File: config.mk
export PLATFORM = sky130hd
export DESIGN_NAME = sa4_tile_scheduler
export DESIGN_NICKNAME = d
export VERILOG_FILES = /design/src/rtl/sa4_tile_scheduler.sv
export SDC_FILE = /design/constraint.sdc
export NUM_CORES = 1
export LEC_CHECK = 0
export BUFFER_PORTS_ARGS = -buffer_cell sky130_fd_sc_hd__buf_2
export CORE_AREA = 5 5 449 451
export DETAILED_ROUTE_END_ITERATION = 12
export DIE_AREA = 0 0 454 456
export GPL_TIMING_DRIVEN = 1
export HOLD_SLACK_MARGIN = 0.12
export PLACE_DENSITY = 0.3
export SLEW_MARGIN = 10
export SYNTH_ARGS = -nofsm -noshare
export SYNTH_HDL_FRONTEND = slang
export SYNTH_SLANG_ARGS = --single-unit
File: constraint.sdc
create_clock -name clk -period 2.97 [get_ports clk]
set_clock_uncertainty 0.15 [all_clocks]
set_input_delay 0.594 -clock clk [delete_from_list [all_inputs] [get_ports clk]]
set_output_delay 0.594 -clock clk [all_outputs]
set_load 0.02 [all_outputs]
File: src/rtl/sa4_tile_scheduler.sv
// Tile sequencer for a 4x4 systolic array: streams k_len operand rows from the
// buffer, skews the lanes into the array, waits for the array to drain and captures the result.
module sa4_tile_scheduler #(
  parameter int unsigned WIDTH   = 8,
  parameter int unsigned C_WIDTH = 32,
  parameter int unsigned KW      = 8
) (
  input  logic                 clk,
  input  logic                 rstn,
  input  logic                 start,
  input  logic [KW-1:0]        k_len,
  output logic                 rd_en,
  output logic [KW-1:0]        rd_addr,
  input  logic [4*WIDTH-1:0]   act_rd_data,
  input  logic [4*WIDTH-1:0]   wgt_rd_data,
  output logic [4*WIDTH-1:0]   sa_activation,
  output logic [4*WIDTH-1:0]   sa_weight,
  output logic                 sa_control,
  input  logic [16*C_WIDTH-1:0] sa_c_out,
  output logic [16*C_WIDTH-1:0] result,
  output logic                 result_valid,
  output logic                 busy,
  output logic                 done
);

  typedef enum logic [1:0] {StIdle, StFeed, StFlush, StDone} state_e;

  state_e                state_q, state_d;
  logic [KW-1:0]         klen_q, klen_d;
  logic [KW-1:0]         cnt_q, cnt_d;
  logic [2:0]            fcnt_q, fcnt_d;
  logic                  vld_q, vld_d;
  logic [16*C_WIDTH-1:0] result_q, result_d;

  logic [4*WIDTH-1:0]        act_in, wgt_in;
  logic [WIDTH-1:0]          act1_q, act1_d, wgt1_q, wgt1_d;
  logic [1:0][WIDTH-1:0]     act2_q, act2_d, wgt2_q, wgt2_d;
  logic [2:0][WIDTH-1:0]     act3_q, act3_d, wgt3_q, wgt3_d;

  always_comb begin
    state_d      = state_q;
    klen_d       = klen_q;
    cnt_d        = cnt_q;
    fcnt_d       = fcnt_q;
    result_d     = result_q;
    rd_en        = 1'b0;
    done         = 1'b0;
    result_valid = 1'b0;
    unique case (state_q)
      StIdle: begin
        if (start) begin
          klen_d  = k_len;
          cnt_d   = '0;
          state_d = (k_len == '0) ? StDone : StFeed;
        end
      end
      StFeed: begin
        rd_en = 1'b1;
        if (cnt_q == klen_q - KW'(1)) begin
          cnt_d   = '0;
          fcnt_d  = '0;
          state_d = StFlush;
        end else begin
          cnt_d = cnt_q + KW'(1);
        end
      end
      StFlush: begin
        fcnt_d = fcnt_q + 3'd1;
        // Capture on the edge into DONE so result is already valid while done pulses.
        if (fcnt_q == 3'd7) begin
          result_d = sa_c_out;
          state_d  = StDone;
        end
      end
      StDone: begin
        done         = 1'b1;
        result_valid = (klen_q != '0);
        state_d      = StIdle;
      end
      default: state_d = StIdle;
    endcase
  end

  // Returned data is only meaningful the cycle after a read; otherwise feed zeros.
  always_comb begin
    vld_d  = rd_en;
    act_in = vld_q ? act_rd_data : '0;
    wgt_in = vld_q ? wgt_rd_data : '0;
    act1_d = act_in[2*WIDTH +: WIDTH];
    wgt1_d = wgt_in[2*WIDTH +: WIDTH];
    act2_d = {act2_q[0], act_in[WIDTH +: WIDTH]};
    wgt2_d = {wgt2_q[0], wgt_in[WIDTH +: WIDTH]};
    act3_d = {act3_q[1:0], act_in[0 +: WIDTH]};
    wgt3_d = {wgt3_q[1:0], wgt_in[0 +: WIDTH]};
  end

  always_ff @(posedge clk) begin
    if (!rstn) begin
      state_q  <= StIdle;
      klen_q   <= '0;
      cnt_q    <= '0;
      fcnt_q   <= '0;
      vld_q    <= 1'b0;
      result_q <= '0;
      act1_q   <= '0;
      wgt1_q   <= '0;
      act2_q   <= '0;
      wgt2_q   <= '0;
      act3_q   <= '0;
      wgt3_q   <= '0;
    end else begin
      state_q  <= state_d;
      klen_q   <= klen_d;
      cnt_q    <= cnt_d;
      fcnt_q   <= fcnt_d;
      vld_q    <= vld_d;
      result_q <= result_d;
      act1_q   <= act1_d;
      wgt1_q   <= wgt1_d;
      act2_q   <= act2_d;
      wgt2_q   <= wgt2_d;
      act3_q   <= act3_d;
      wgt3_q   <= wgt3_d;
    end
  end

  assign rd_addr       = cnt_q;
  assign busy          = (state_q != StIdle);
  assign sa_control    = vld_q | (state_q == StFlush);
  assign sa_activation = {act_in[3*WIDTH +: WIDTH], act1_q, act2_q[1], act3_q[2]};
  assign sa_weight     = {wgt_in[3*WIDTH +: WIDTH], wgt1_q, wgt2_q[1], wgt3_q[2]};
  assign result        = result_q;

endmodule

# Word-level counts from Yosys, hierarchy flattened
# Cells that the tools add are included.
[op_classes]
add_sub_neg = 3
multipliers = 0
n_div = 0
magnitude_cmp = 0
eq_ne = 8
n_shift = 0
mux = 15
n_bitwise = 1
n_reduce_logical = 12
[op_table]
columns = ["op", "n"]
rows = [
  ["32-bit two-way mux", 2],
  ["8-bit two-way mux", 2],
  ["8-bit one-hot mux with 2 select lines", 1],
  ["2-bit AND reduction", 5],
  ["8-bit by 1-bit adder with 8-bit output (second input constant)", 1],
  ["8-bit equality test", 1],
  ["8-bit logical NOT", 1],
  ["2-bit two-way mux", 4],
  ["2-bit one-hot mux with 4 select lines", 1],
  ["8-bit nonzero test", 1],
  ["8-bit by 1-bit subtractor with 8-bit output (second input constant)", 1],
  ["2-bit inequality test (second input constant)", 3],
  ["3-bit one-hot mux with 2 select lines", 1],
  ["2-bit nonzero test", 3],
  ["2-bit equality test (second input constant)", 2],
  ["3-bit by 1-bit adder with 3-bit output (second input constant)", 1],
  ["3-bit equality test (second input constant)", 1],
  ["1-bit two-way mux", 3],
  ["3-bit two-way mux", 1],
  ["3-bit AND reduction", 1],
  ["2-bit by 1-bit equality test with 1-bit output (second input constant)", 1],
  ["2-bit logical NOT", 1],
  ["1-bit OR", 1],
]
[word_totals]
reg_bits = 630
latch_bits = 0
mem_bits_rw = 0
romBits = 0
input_bits = 587
out_inout_bits = 589
wordCells = 57
mem_count = 0

# Longest topological paths before layout
[logic_depth]
ltp_word = 4
mapped_depth = 9
ltp_nobuf = 8

# Worst setup path before layout
# Ideal clock, no wire load.
[synth_path]
path_type = "reg-to-reg"
from = "register klen_q[0]"
to = "register state_q[1]"
setup_ns = 0.119
arrival_ns = 1.864
required_ns = 2.701
slack_ns = 0.837
stages_incl_launch_ff = 10
path_buffers = 1
period_less_slack_ns = 2.133
cell_sequence = "dfxtp_1 inv_1 ha_1 and3b_1 a211oi_1 o31ai_1 a41oi_1 buf_2 nor2_2 o221a_1"
[synth_via]
elab_chain_cells = 4
[synth_lines]
columns = ["element", "line_no", "source"]
rows = [
  ["start: declaration", "29", "logic [KW-1:0] klen_q, klen_d;"],
  ["start signal: assignment", "113", "klen_q <= klen_d;"],
  ["8-bit by 1-bit subtractor with 8-bit output", "59", "if (cnt_q == klen_q - KW'(1)) begin"],
  ["8-bit equality test", "59", ""],
  ["2-bit inequality test (no line)", "--", ""],
  ["3-bit AND reduction (no line)", "--", ""],
  ["end signal: assignment", "99", "state_q <= StIdle;"],
  ["end signal: assignment", "112", "state_q <= state_d;"],
  ["end: declaration", "28", "state_e state_q, state_d;"],
]
# No other way between the ends.
# A chain may end at the register's enable or synchronous reset.

# Final worst setup path
[layout_path]
from = "register state_q[0]"
to = "output port sa_control"
[layout_via]
elab_chain_cells = 2
[layout_lines]
columns = ["element", "line_no", "source"]
rows = [
  ["2-bit equality test", "129", "assign sa_control = vld_q | (state_q == StFlush);"],
  ["1-bit OR", "129", ""],
  ["end: declaration", "18", "output logic sa_control,"],
]
# No other way between the ends.

==> summary.txt <==
Placed design
  – Final HPWL DP: roughly 110 mm
  – GP Congestion: 0.821
  – Port Buffers: ~1200

Worst setup path
  – Worst reg-to-reg setup slack: around 330 ps
  – Crit-path cells: inv_1 -> ha_1 -> buf_4 -> or2_2 -> buf_2
  – Slowest CP cell: dfxtp_1
  – Worst r2r path cells: 8
  – Critical R2R Launch: fcnt_q[0]
  – WP data required: 2230 ps
  – Worst setup EP type: primary output
  – Max FO, Critical Path: 8
  – CP arrival: between 2000 and 2500 ps
  – Worst Setup Path Type: flip-flop to primary output
  – Worst path max stage delay: approximately 380 ps
  – CP Launch Type: flip-flop
  – R2r endpoint: result[373]

STA
  – Tcrit/Tclk final: just over 90%
  – Measured slew at the worst slew-check pin: around 600 ps
  – Slew Viols, Final: 0
  – Period minus WS final: between 2000 and 3000 ps
  – Max Clk Rate: ~0.36 GHz
  – Fin Hold WS: between 150 and 200 ps
  – Slew margin rel.: between 60 and 70%
  – RSZ-0062 raised after global routing: no
  – # setup viols final: 0
  – Final hold vios: 0
  – Final setup TNS: 0 ps

GRT
  – Gr usage total: 12.6%
  – Overflow after GRT: 0
  – Vias in the first global route: around 25000
  – Pin count of the biggest net entering global routing: 100
  – First-pass GRT wire length: around 190 mm
  – Initial antenna violation count: 54

Drt
  – Routed Antenna Nets: 0
  – Initial drt markers: between 900 and 1000
  – Remaining DRCs: 0
  – DRT Wirelength: between 100 and 150 mm
  – Vias: 23900
  – Wire length per cell: 19.2 microns
  – Vias per cell: around 3.4
  – Initial DRT Pass Iterations: 5

Power
  – LEAKAGE: 0.0172 uW
  – Max VDD drop: 0.000391 V
  – PD cells: approximately 530 nW/um^2

Yosys
  – Synth Area per Inst: between 8 and 9 sq um
  – Post-Syn Instances: 2603
  – Yosys top cell by area: dfxtp_1
  – Top_reg_cell synth: dfxtp_1
  – Post-Syn Nets: about 3200
  – Synth Cell Area: between 20000 and 25000 sq um
  – Ys Warns: 0
  – Synth top area share: ~56%
  – Area contributors post-synth: dfxtp_1 56%, nand2_1 17%, a21boi_0 17%, clkbuf_1 2.1%, and2_1 1.8%
  – Register bit total from synthesis: 630
  – Post-synthesis sequential area ratio: a little under three fifths
  – Post-synth ARST share: 0%
  – EDFF count, synth: 0
  – Library cells used by synthesis: 41

Run status
  – Status: finished clean

Hold path
  – Worst hold path type: primary input to flip-flop
  – Hold Path Sink: result[66]
  – Worst Hold Depth: 3
  – Hold path start: sa_c_out[66]

Clocking
  – Worst-Skew Late Latency: a little under 700 ps
  – Total CTS buffers: 85
  – TritonCTS clock tree: built
  – H-Tree Depth: 3
  – Sink Count: 630
  – Worst-path clk slew: about 60 ps
  – # resized after CTS: 0
  – CTS root buffer: clkbuf_16
  – CTS Buffer Depth: 3

Die
  – Die H: about 460 microns
  – Die area: between 200000 and 250000 sq um
  – Starting density of the core: about 12%
  – IO Pins: 1176
  – Die W: roughly 450 microns
  – Area of the core: 197000 sq um
  – Rows: approximately 160

Job
  – Max_cap viols: 0

Finish
  – Layout cells sized above 1: between 30% and 40%
  – Area Growth Syn to Fin: 79.9%
  – Core Util, Final: 20.7%
  – Nets: approximately 4900
  – Number of fill cells in the layout: roughly 22000
==> critical path: cells and delay by family, from the launching register on <==
kind / cells / cell delay [ps]
buffers and inverters: 3 / 440
AND/OR/NAND/NOR: 1 / 310
flip-flops: 1 / 380
adder cells (fa/ha/maj): 1 / 240
==> how the worst max path moves through the flow <==
stage,from,endpoint,slack [ps],cells after the start
final,state_q[0],sa_control,190,5
after global routing,state_q[0],sa_control,20,5
after CTS,state_q[0],sa_control,30,5
after detailed placement,klen_q[0],fcnt_q[0],700,9
after global placement,klen_q[0],fcnt_q[0],650,9
after floorplan,klen_q[0],state_q[1],840,9
==> flip-flops by register name (all words and copies together) (netlist names), 8 cells and up <==
name,count
wgt2_d,8
klen_q,8
wgt1_q,8
wgt3_d,16
rd_addr,8
act3_d,16
act1_q,8
act2_d,8
sa_weight,16
result,512
sa_activation,16
==> metal layers <==
metal / wire length (microns) / vias up / GRT usage (%)
li1: - / 11800 / -
met1: 53300 / 11100 / 13.9
met2: 66700 / 777 / 21.9
met3: 9150 / 226 / 3.54
met4: 6370 / 4 / 6.23
met5: 20 / - / 0
==> power breakdown <==
group          total, uW  internal, uW  switching [uW]
Combinational       2150          1180             970
Clock              10900          6530            4380
Sequential          8640          8550            89.6
==> logic make-up (layout without fill, tap and decap cells) <==
kind of cell / count (synthesis) / count (layout) / share of synthesized area, %
AO/OA/AOI/OAI: 535 / 535 / 17.7
adder cells (fa/ha/maj): 9 / 9 / 0.497
multiplexers: 1 / 1 / 0.0497
XOR/XNOR: 17 / 17 / 0.658
flip-flops: 630 / 630 / 55.7
buffers and inverters: 205 / 1987 / 3.71
other: 0 / 25 / 0
AND/OR/NAND/NOR: 1206 / 1206 / 21.7
==> through the flow <==
step	instance area, sq um	total power [uW]	setup WS (ps)	instances
final	40700	21700	195	7050
after detailed placement	31900	10300	696	6289
after global routing	40700	22800	15.7	7044
after global placement	31900	10300	650	6289
after CTS	40700	22300	33.1	7025
after floorplan	22600	9490	837	2603
==> timing repair <==
| item | CTS | global route |
|---|---|---|
| setup buffers | 0 | 0 |
| hold endpoints to repair | 561 | 0 |
| hold buffers | 580 | 0 |
==> cell usage after synthesis (9+ instances only) <==
| library cell | n |
|---|---|
| nand2_1 | 1045 |
| dfxtp_1 | 630 |
| a21boi_0 | 520 |
| clkbuf_1 | 129 |
| and2_1 | 66 |
| buf_2 | 50 |
| and3_1 | 48 |
| buf_1 | 15 |
| nand3_1 | 15 |
| nor2_1 | 14 |
| xnor2_1 | 11 |
| inv_1 | 10 |
| ha_1 | 9 |
==> placed cells by master (no fill, tap or decap), types with 2 or more instances in the layout <==
master,Yosys,layout
buf_2,50,1174
nand2_1,1045,1044
dfxtp_1,630,629
dlygate4sd3_1,0,580
a21boi_0,520,520
clkbuf_16,0,86
and2_1,66,65
and3_1,48,48
buf_4,0,37
buf_12,0,29
diode_2,0,25
clkbuf_8,0,25
clkbuf_1,129,22
nand3_1,15,15
nor2_1,14,14
xnor2_1,11,11
inv_1,10,10
ha_1,9,9
xor2_1,6,6
bufinv_16,0,6
nand4_1,5,5
clkinv_2,0,5
clkinvlp_4,0,4
clkinv_16,0,3
nor3_1,2,2
o21ai_0,2,2
o22ai_1,2,2
nor4_1,2,2
inv_6,0,2
==> area by class of cell <==
| type | instances | area, sq um | area share, % |
|---|---|---|---|
| Clock inverter | 23 | 388 | 0.952 |
| Antenna cell | 25 | 62.6 | 0.154 |
| Sequential cell | 630 | 12600 | 31.0 |
| Clock buffer | 133 | 2580 | 6.33 |
| Tap cell | 2640 | 3300 | 8.11 |
| Timing Repair Buffer | 1821 | 12600 | 30.8 |
| Multi-Input combinational cell | 1768 | 9200 | 22.6 |
| Inverter | 10 | 37.5 | 0.0921 |
No activity file was read; power rests on OpenSTA's default activity.
